--- src/rtl/seg_pkg.sv ---
// Segment constants and shared types for the seven-segment scan driver.
package seg_pkg;

  typedef logic [1:0] digit_idx_t;

  // Active-high {g,f,e,d,c,b,a} patterns for decimal digits.
  localparam logic [6:0] SEG_PAT [0:9] = '{
    7'h3F, 7'h06, 7'h5B, 7'h4F, 7'h66,
    7'h6D, 7'h7D, 7'h07, 7'h7F, 7'h6F
  };

  localparam logic [6:0] SEG_DASH = 7'h40;
  localparam logic [6:0] SEG_OFF  = 7'h00;

endpackage

--- src/rtl/seven_seg_scan_if.sv ---
// Display bus: packed digits and display controls in, digit/segment drives out.
//   nums[15:0]  digit3..digit0 nibbles
//   lz_en       leading-zero blanking
//   dp_mask     per-digit decimal point
//   blink_en    whole-display blink
//   an/seg/dp   digit enables, segments {g..a}, decimal point
interface seven_seg_scan_if;

  logic [15:0] nums;
  logic        lz_en;
  logic [3:0]  dp_mask;
  logic        blink_en;
  logic [3:0]  an;
  logic [6:0]  seg;
  logic        dp;

  modport master (
    output nums, lz_en, dp_mask, blink_en,
    input  an, seg, dp
  );

  modport slave (
    input  nums, lz_en, dp_mask, blink_en,
    output an, seg, dp
  );

endinterface

--- src/rtl/seg_decoder.sv ---
// 4-bit value to active-high segment pattern; 10..15 show a dash.
//   value   digit value
//   pattern {g,f,e,d,c,b,a}, active high
module seg_decoder
  import seg_pkg::*;
(
  input  logic [3:0] value,
  output logic [6:0] pattern
);

  always_comb begin
    pattern = SEG_DASH;
    case (value)
      4'd0:    pattern = SEG_PAT[0];
      4'd1:    pattern = SEG_PAT[1];
      4'd2:    pattern = SEG_PAT[2];
      4'd3:    pattern = SEG_PAT[3];
      4'd4:    pattern = SEG_PAT[4];
      4'd5:    pattern = SEG_PAT[5];
      4'd6:    pattern = SEG_PAT[6];
      4'd7:    pattern = SEG_PAT[7];
      4'd8:    pattern = SEG_PAT[8];
      4'd9:    pattern = SEG_PAT[9];
      default: pattern = SEG_DASH;
    endcase
  end

endmodule

--- src/rtl/seven_seg_scan.sv ---
// Time-multiplexed 4-digit seven-segment driver with per-scan snapshot,
// leading-zero blanking, decimal points and whole-display blink.
//   clk, rst  clock, asynchronous active-high reset
//   bus       seven_seg_scan_if slave (nums/controls in, an/seg/dp out)
module seven_seg_scan
  import seg_pkg::*;
#(
  parameter int unsigned SCAN_DIV    = 100000,
  parameter int unsigned BLINK_SCANS = 125,
  parameter bit          ACTIVE_LOW  = 1'b1
) (
  input  logic           clk,
  input  logic           rst,
  seven_seg_scan_if.slave bus
);

  localparam int unsigned CW = $clog2(SCAN_DIV);
  localparam int unsigned BW = (BLINK_SCANS > 1) ? $clog2(BLINK_SCANS) : 1;

  localparam logic [CW-1:0] CNT_MAX  = CW'(SCAN_DIV - 1);
  localparam logic [BW-1:0] BCNT_MAX = BW'(BLINK_SCANS - 1);

  localparam logic [3:0] AN_IDLE  = ACTIVE_LOW ? 4'hF : 4'h0;
  localparam logic [6:0] SEG_IDLE = ACTIVE_LOW ? 7'h7F : 7'h00;
  localparam logic       DP_IDLE  = ACTIVE_LOW;

  logic [CW-1:0] cnt_q, cnt_d;
  digit_idx_t    idx_q, idx_d;
  logic [15:0]   snap_q, snap_d;
  logic          pend_q, pend_d;
  logic [BW-1:0] bcnt_q, bcnt_d;
  logic          phase_q, phase_d;
  logic [3:0]    an_q, an_d;
  logic [6:0]    seg_q, seg_d;
  logic          dp_q, dp_d;

  logic          tick;
  logic          scan_done;
  logic [3:0]    digit;
  logic [6:0]    pat;
  logic          blank;
  logic          dark;
  logic [3:0]    an_hi;
  logic [6:0]    seg_hi;
  logic          dp_hi;

  seg_decoder u_dec (
    .value   (digit),
    .pattern (pat)
  );

  always_comb begin
    tick      = (cnt_q == CNT_MAX);
    scan_done = tick && (idx_q == 2'd3);

    cnt_d = tick ? '0 : cnt_q + CW'(1);
    idx_d = tick ? digit_idx_t'(idx_q + 2'd1) : idx_q;

    // Snapshot once after reset, then only when entering slot 0.
    snap_d = snap_q;
    pend_d = pend_q;
    if (pend_q) begin
      snap_d = bus.nums;
      pend_d = 1'b0;
    end else if (scan_done) begin
      snap_d = bus.nums;
    end

    bcnt_d  = bcnt_q;
    phase_d = phase_q;
    if (scan_done) begin
      if (bcnt_q == BCNT_MAX) begin
        bcnt_d  = '0;
        phase_d = ~phase_q;
      end else begin
        bcnt_d = bcnt_q + BW'(1);
      end
    end
  end

  always_comb begin
    digit = '0;
    blank = 1'b0;
    case (idx_q)
      2'd0: digit = snap_q[3:0];
      2'd1: digit = snap_q[7:4];
      2'd2: digit = snap_q[11:8];
      2'd3: digit = snap_q[15:12];
      default: digit = '0;
    endcase

    if (bus.lz_en) begin
      case (idx_q)
        2'd3: blank = (snap_q[15:12] == 4'd0);
        2'd2: blank = (snap_q[15:8] == 8'd0);
        2'd1: blank = (snap_q[15:4] == 12'd0);
        default: blank = 1'b0;
      endcase
    end

    dark   = blank || (bus.blink_en && phase_q);
    an_hi  = dark ? 4'h0 : (4'b0001 << idx_q);
    seg_hi = dark ? SEG_OFF : pat;
    dp_hi  = !dark && bus.dp_mask[idx_q];

    an_d  = ACTIVE_LOW ? ~an_hi  : an_hi;
    seg_d = ACTIVE_LOW ? ~seg_hi : seg_hi;
    dp_d  = ACTIVE_LOW ? ~dp_hi  : dp_hi;
  end

  always_ff @(posedge clk or posedge rst) begin
    if (rst) begin
      cnt_q   <= '0;
      idx_q   <= '0;
      snap_q  <= '0;
      pend_q  <= 1'b1;
      bcnt_q  <= '0;
      phase_q <= 1'b0;
      an_q    <= AN_IDLE;
      seg_q   <= SEG_IDLE;
      dp_q    <= DP_IDLE;
    end else begin
      cnt_q   <= cnt_d;
      idx_q   <= idx_d;
      snap_q  <= snap_d;
      pend_q  <= pend_d;
      bcnt_q  <= bcnt_d;
      phase_q <= phase_d;
      an_q    <= an_d;
      seg_q   <= seg_d;
      dp_q    <= dp_d;
    end
  end

  assign bus.an  = an_q;
  assign bus.seg = seg_q;
  assign bus.dp  = dp_q;

endmodule
--- src/flat_wrapper.sv ---
// flat-port wrapper written by rule: the top's interface ports become plain ports
module seven_seg_scan_flat import seg_pkg::*;
#(
  parameter int unsigned SCAN_DIV    = 100000,
  parameter int unsigned BLINK_SCANS = 125,
  parameter bit          ACTIVE_LOW  = 1'b1
)
  (clk, rst, bus_nums, bus_lz_en, bus_dp_mask, bus_blink_en, bus_an, bus_seg, bus_dp);
  seven_seg_scan_if bus_i ();
  input  logic clk;
  input  logic rst;
  input wire logic [$bits(bus_i.nums)-1:0] bus_nums;
  input wire logic [$bits(bus_i.lz_en)-1:0] bus_lz_en;
  input wire logic [$bits(bus_i.dp_mask)-1:0] bus_dp_mask;
  input wire logic [$bits(bus_i.blink_en)-1:0] bus_blink_en;
  output wire logic [$bits(bus_i.an)-1:0] bus_an;
  output wire logic [$bits(bus_i.seg)-1:0] bus_seg;
  output wire logic [$bits(bus_i.dp)-1:0] bus_dp;
  assign bus_i.nums = bus_nums;
  assign bus_i.lz_en = bus_lz_en;
  assign bus_i.dp_mask = bus_dp_mask;
  assign bus_i.blink_en = bus_blink_en;
  assign bus_an = bus_i.an;
  assign bus_seg = bus_i.seg;
  assign bus_dp = bus_i.dp;
  seven_seg_scan #(.SCAN_DIV(SCAN_DIV), .BLINK_SCANS(BLINK_SCANS), .ACTIVE_LOW(ACTIVE_LOW)) u_core (.clk(clk), .rst(rst), .bus(bus_i));
endmodule
--- config.mk ---
export PLATFORM = sky130hd
export DESIGN_NAME = seven_seg_scan_flat
export DESIGN_NICKNAME = d
export VERILOG_FILES = /design/src/rtl/seg_pkg.sv /design/src/rtl/seven_seg_scan_if.sv /design/src/rtl/seg_decoder.sv /design/src/rtl/seven_seg_scan.sv /design/src/flat_wrapper.sv
export SDC_FILE = /design/constraint.sdc
export NUM_CORES = 1
export LEC_CHECK = 0
export ABC_AREA = 1
export BUFFER_PORTS_ARGS = -buffer_cell sky130_fd_sc_hd__buf_4
export CORE_MARGIN = 4
export CORE_UTILIZATION = 40
export DETAILED_ROUTE_END_ITERATION = 7
export HOLD_SLACK_MARGIN = 0.1
export PLACE_DENSITY_LB_ADDON = 0.2
export SYNTH_ARGS = -nofsm -noshare
export SYNTH_HDL_FRONTEND = slang
export SYNTH_HIERARCHICAL = 1
export SYNTH_SLANG_ARGS = --single-unit
--- constraint.sdc ---
create_clock -name clk -period 2.7 [get_ports clk]
set_input_delay 0.27 -clock clk [delete_from_list [all_inputs] [get_ports clk]]
set_output_delay 0.27 -clock clk [all_outputs]
set_load 0.02 [all_outputs]
## Word-level counts from Yosys, hierarchy flattened

Memories as Yosys holds them, arrays and structs flattened.
Index checks and enable logic that the tools add are counted.

| word-level totals | value |
|---|---|
| memory bits (read-only) | 112 |
| output and inout bits | 12 |
| bits in registers | 56 |
| memories kept | 1 |

| operators by class | value |
|---|---|
| order comparisons | 1 |
| bitwise operators | 4 |
| reduce and logical (&&, ||, !) cells | 11 |
| shifts and indexed selects | 1 |
| multiplexer cells | 11 |
| equal/unequal tests | 5 |
| add/subtract/negate cells | 3 |

Memory list:

| name | words | bits a word | rd ports | clocked after Yosys merged registers in | wr ports | RTL line | text |
|---|---|---|---|---|---|---|---|
| (no name shown) | 16 | 7 | 1 | 0 | 0 | seg_decoder.sv:13 | `case (value)` |

Operators with widths:

| cell | number |
|---|---|
| 16-bit two-way mux | 2 |
| 17-bit by 1-bit adder with 17-bit output, second input constant | 1 |
| 17-bit equality test, second input constant | 1 |
| 17-bit two-way mux | 1 |
| 4-bit case mux with 4 select lines | 1 |
| 7-bit two-way mux | 2 |
| 12-bit zero test | 1 |
| 8-bit zero test | 1 |
| 7-bit by 1-bit adder with 7-bit output, second input constant | 1 |
| 7-bit equality test, second input constant | 1 |
| 7-bit NOT | 1 |
| 2-bit equality test, second input constant | 2 |
| 4-bit zero test | 1 |
| 4-bit two-way mux | 1 |
| 4-bit NOT | 1 |
| 1-bit by 2-bit left shift with 4-bit output, first input constant | 1 |
| 1-bit logical AND | 3 |
| 2-bit by 3-bit less-than comparator with 1-bit output, second input constant | 1 |
| 1-bit case mux with 3 select lines | 1 |
| 2-bit by 1-bit adder with 2-bit output, second input constant | 1 |
| 1-bit binary-select mux with 2-bit select | 1 |
| 2-bit by 1-bit equality test with 1-bit output, second input constant | 1 |
| 2-bit zero test | 1 |
| 1-bit two-way mux | 2 |
| 5 further kinds | 6 |

## Logic depth before layout (Yosys ltp)

| logic depth | value |
|---|---|
| word-level depth | 7 |
| gate-level depth with buffers | 14 |
| depth with buffers taken out | 14 |

## Hierarchy

The synthesis kept the hierarchy.

By module, submodules not included:

| module | cells each | times used | area each (um2) | sequential area each (um2) |
|---|---|---|---|---|
| seven_seg_scan | 366 | 1 | 2927.8 | 1417.6 |
| seg_decoder | 36 | 1 | 192.7 | 0.0 |

## Worst setup path after synthesis

OpenSTA, ideal clock, no wires.

| path | value |
|---|---|
| kind | register to register |
| start point | register u_core.idx_q[0] |
| end point | register u_core.seg_q[3], in the netlist u_core/bus.seg[3] |
| stages on the path, launching flop included | 13 |
| slack | 0.567 ns |
| arrival time | 2.043 ns |
| data required time | 2.609 ns |
| clock period less this slack | 2.133 ns |
| path buffers | 0 |
| cell sequence | dfrtp_1 > ha_1 > inv_1 > o21ai_0 > a21oi_1 > o21ai_0 > inv_1 > ha_1 > nand2_1 > nand2_1 > nand2_1 > nand2_1 > nand3_1 |

| between the ends | value |
|---|---|
| elaborated cells on any way between the ends | 11 |
| those cells by class | eq/ne: 3; mux: 4; bitwise: 1; reduce/logical: 2; memory: 1 |

RTL lines:

| what | RTL line | text |
|---|---|---|
| from (decl) | seven_seg_scan.sv:28 | `digit_idx_t idx_q, idx_d;` |
| from (signal assigned) | seven_seg_scan.sv:124 | `idx_q <= idx_d;` |
| 2-bit equality test, or another cell as far along | seven_seg_scan.sv:84 | `case (idx_q)` |
| 4-bit case mux with 4 select lines (*) | seven_seg_scan.sv:84 |  |
| net u_core.digit[1] | seven_seg_scan.sv:39 | `logic [3:0] digit;` |
| memory read 16 x 7 bit (*) | - |  |
| net u_core.pat[3] | seven_seg_scan.sv:40 | `logic [6:0] pat;` |
| 7-bit two-way mux (*) | seven_seg_scan.sv:103 | `seg_hi = dark ? SEG_OFF : pat;` |
| 7-bit NOT (*) | seven_seg_scan.sv:107 | `seg_d = ACTIVE_LOW ? ~seg_hi : seg_hi;` |
| net u_core.seg_d[3] | seven_seg_scan.sv:34 | `logic [6:0] seg_q, seg_d;` |
| to (signal assigned) | seven_seg_scan.sv:130 | `seg_q <= seg_d;` |
| to (decl) | seven_seg_scan.sv:34 |  |

Mark *: on every way through the listed nets, which the timed path passes. The rest lies on a longest branch.
A chain may end at the register's enable or synchronous reset.

## Worst setup path in the final report

Ends and elaborated chain as after synthesis.

==> results_dict.tcl <==
set metrics [dict create \
    avgViaCountPerCell 4.66 \
    synth_area_um2 3120 \
    path_max_fanout 6 \
    final_nets 480 \
    drive_above_1_share 0.190 \
    synth_top_area_cell "dfrtp_1" \
    design_power_total_mw 1.63 \
    first_global_vias 2441 \
    arrival_ps 2620 \
    synth_area_leaders "dfrtp_1 (34%), nand2_1 (16%), dfstp_2 (11%)" \
    period_needed_ps 2400 \
    path_clk_slew_ps 110 \
    cts_buffer_depth 2 \
    max_cap_viol_count 0 \
    holdCritPathClass "in -> reg" \
    synth_top_family_by_area "simple AND/OR/NAND/NOR gates" \
    globalplace.congestion 0.874 \
    area_growth_pct 15.2 \
    cts.sinks 56 \
    syn_area_per_cell_um2 7.76 \
    use_met3 0.0321 \
    path_class "reg -> reg" \
    grt_pass1_wl_um 11200 \
    hold_viol_final 0 \
    fmax_mhz 416 \
    die_area_um2 9280 \
    ys_seq_elements 56 \
    synth-main-ff-cell "dfrtp_1" \
    rows 31 \
    hpwl_um 4940 \
    n_antenna_cell 0 \
    core_um2 7410 \
    final_antenna_net_count 0 \
    die_h_um 96.3 \
    async_flop_share 1.00 \
    final_max_slew_viol_count 0 \
    clock_skew_ps 12.6 \
    syn_inst 402 \
    tns_ps 0 \
    n_fill_cell 727 \
    track_usage 0.154 \
    slowest_delay_ps 460 \
    power_density_nw_per_um2 453 \
    grt.overflow.total 0 \
    cts_tree "yes" \
    grt_use_met2 0.239 \
    first_pass_iters 4 \
    drc_errors 0 \
    portBuffers 35 \
    antenna_found_initial 0 \
    cts-root-buf "clkbuf_8" \
    place_ws_ps 224 \
    clk_latency_ps 310 \
    cts_buffers 5 \
    wire_per_inst_um 12.1 \
    grt_setup_unrepaired "no" \
    relSlewSlack 0.624 \
    status "completed" \
    synth_fa_ha_area_frac 0.0561 \
    initial_core_util 0.421 \
    wirelength_um 6560 \
    die_x_um 96.3 \
    switchingPower_mw 0.413 \
    period_share 0.890 \
    yosysSeqAreaShare 0.454 \
    synth_xor_area_frac 0.0309 \
    crit_path_cell_trace "inv_1 > ha_1 > inv_1 > o22ai_1 > a21oi_1 > o21ai_1 > inv_1 > ha_1 > nand2_1 > nand2_1 > nand2_1 > nand2_1 > nand3_1" \
    ir_worst_vdd_mv 0.210 \
    htree_levels 2 \
    boundaryPins 36 \
    clockPowerShare 0.315 \
    end_kind "register" \
    cpMostUsedCell "nand2_1" \
    swShare 0.254 \
    p_seq_frac 0.561 \
    synth_compound_area_frac 0.0417 \
    grtUsageMet1 0.217 \
    start_kind "register" \
    drt_iter0_drc 83 \
    pwr-share-comb 0.124 \
    synth_edf_count 0 \
    syn_nets 440 \
    vias 2527 \
    netlist.area_leader.share 0.345 \
    grt_max_degree 33 \
    synthSimpleGateAreaFrac 0.327 \
    synthDistinctLibCells 29 \
    worstPathRequired_ps 2920 \
    grt.busiest_layer "met2" \
    worstMarginPinSlew_ps 563 \
    yosysWarnings 6 \
    p_int_mw 1.21 \
    setup_violations 0 \
    p_leak_nw 1.89 \
    setup_ws_ps 297 \
    cp_slowest_cell "dfrtp_1" \
    muxShareOfSynthArea 0 \
    post-cts-setup-buffer-count 0 \
]
[placed cells by master, fill, tap and decap left out, types with 6 or more instances in the layout]
| master | instances |
|---|---|
| a21oi_1 | 8 |
| buf_4 | 39 |
| dfrtp_1 | 43 |
| dfstp_2 | 13 |
| ha_1 | 14 |
| inv_1 | 47 |
| inv_2 | 6 |
| nand2_1 | 130 |
| nand3_1 | 34 |
| nand3_2 | 10 |
| nor2_1 | 44 |
| o21ai_0 | 9 |
| xor2_1 | 10 |
[routing by layer]
metal | vias to the layer above | part of all wire | routed length, um
li1 | 1319 | - | -
met1 | 1163 | 0.50 | 3310
met2 | 38 | 0.45 | 2960
met3 | 7 | 0.033 | 215
met4 | 0 | 0.012 | 76
met5 | - | 0 | 0
[cell usage after synthesis, types with 5 or more instances]
cell	n
nand2_1	130
inv_1	48
nor2_1	44
dfrtp_1	43
nand3_1	34
ha_1	14
dfstp_2	13
o21ai_0	11
nand3_2	10
xor2_1	10
a21oi_1	8
inv_2	5
[worst max-delay path, delay by kind of cell (launching register included)]
kind	cells	cell delay (ps)
flops	1	460
buf+inv	3	420
fa+ha+maj	2	570
simple gates	5	340
compound gates	3	530
[power groups by stage]
stage	Combinational (mW)	Clock (mW)	Sequential (mW)
2_1_floorplan	0.0994	0	0.947
3_3_place_gp	0.199	0	0.927
3_5_place_dp	0.202	0	0.929
4_1_cts	0.204	0.537	0.913
5_1_grt	0.228	0.568	0.919
6_report	0.202	0.513	0.912
[repair_timing]
item                                   CTS  global route
endpoints found under the hold margin   21             0
hold buffers                             1             0
setup endpoints to repair                0             4
gates resized for setup                  0             2
[registers in the layout (all words and copies together) (netlist names)]
name and flops:
u_core/cnt_q 17, u_core/snap_q 16, u_core/bcnt_q 7, u_core/bus.seg 7, u_core/bus.an 4, u_core/idx_q 2, u_core/bus.dp 1, u_core/pend_q 1
u_core/phase_q 1
[area by class of cell]
| cell class | count | area (um2) | share of cell area |
|---|---|---|---|
| sequential | 56 | 1420 | 0.394 |
| timing repair buffer | 41 | 323 | 0.0898 |
| tap | 99 | 124 | 0.0344 |
| multi-input combinational | 284 | 1430 | 0.397 |
| clock buffer | 7 | 97.6 | 0.0271 |
| inverter | 54 | 203 | 0.0564 |
| clock inverter | 1 | 5.00 | 0.00139 |
[cell families (layout without fill, tap and decap cells)]
kind of cell    after synthesis  in the layout
simple gates                234            234
buf+inv                      62            103
compound gates               24             24
fa+ha+maj                    14             14
other cells                   1              1
flops                        56             56
xor+xnor                     11             11
[through the flow]
stage                     hold WS (ps)  cells  instance area (um2)  utilization
final                              140    542                 3600        0.485
after global routing               133    542                 3600        0.485
after CTS                          134    542                 3600        0.485
after detailed placement           371    533                 3480        0.470
after global placement             367    533                 3480        0.470
after floorplan                    380    402                 3120            -
[worst paths after layout]
kind                            cells past startpoint                         start                             to  slack [ps]
worst max-delay path                               13   u_core/idx_q[0]$_DFFE_PP0N_    u_core/bus.seg[3]$_DFF_PP1_         300
worst min-delay path                                3                   bus_nums[5]   u_core/snap_q[5]$_DFFE_PP0P_         140
worst max register to register                     13   u_core/idx_q[0]$_DFFE_PP0N_    u_core/bus.seg[3]$_DFF_PP1_         300
worst min register to register                      2  u_core/bcnt_q[6]$_DFFE_PP0P_   u_core/bcnt_q[6]$_DFFE_PP0P_         510
max in group asynchronous                           4                           rst    u_core/bus.seg[0]$_DFF_PP1_        1500
min in group asynchronous                           3                           rst  u_core/snap_q[10]$_DFFE_PP0P_         560
Note: power is estimated with default switching activity, not from simulation.
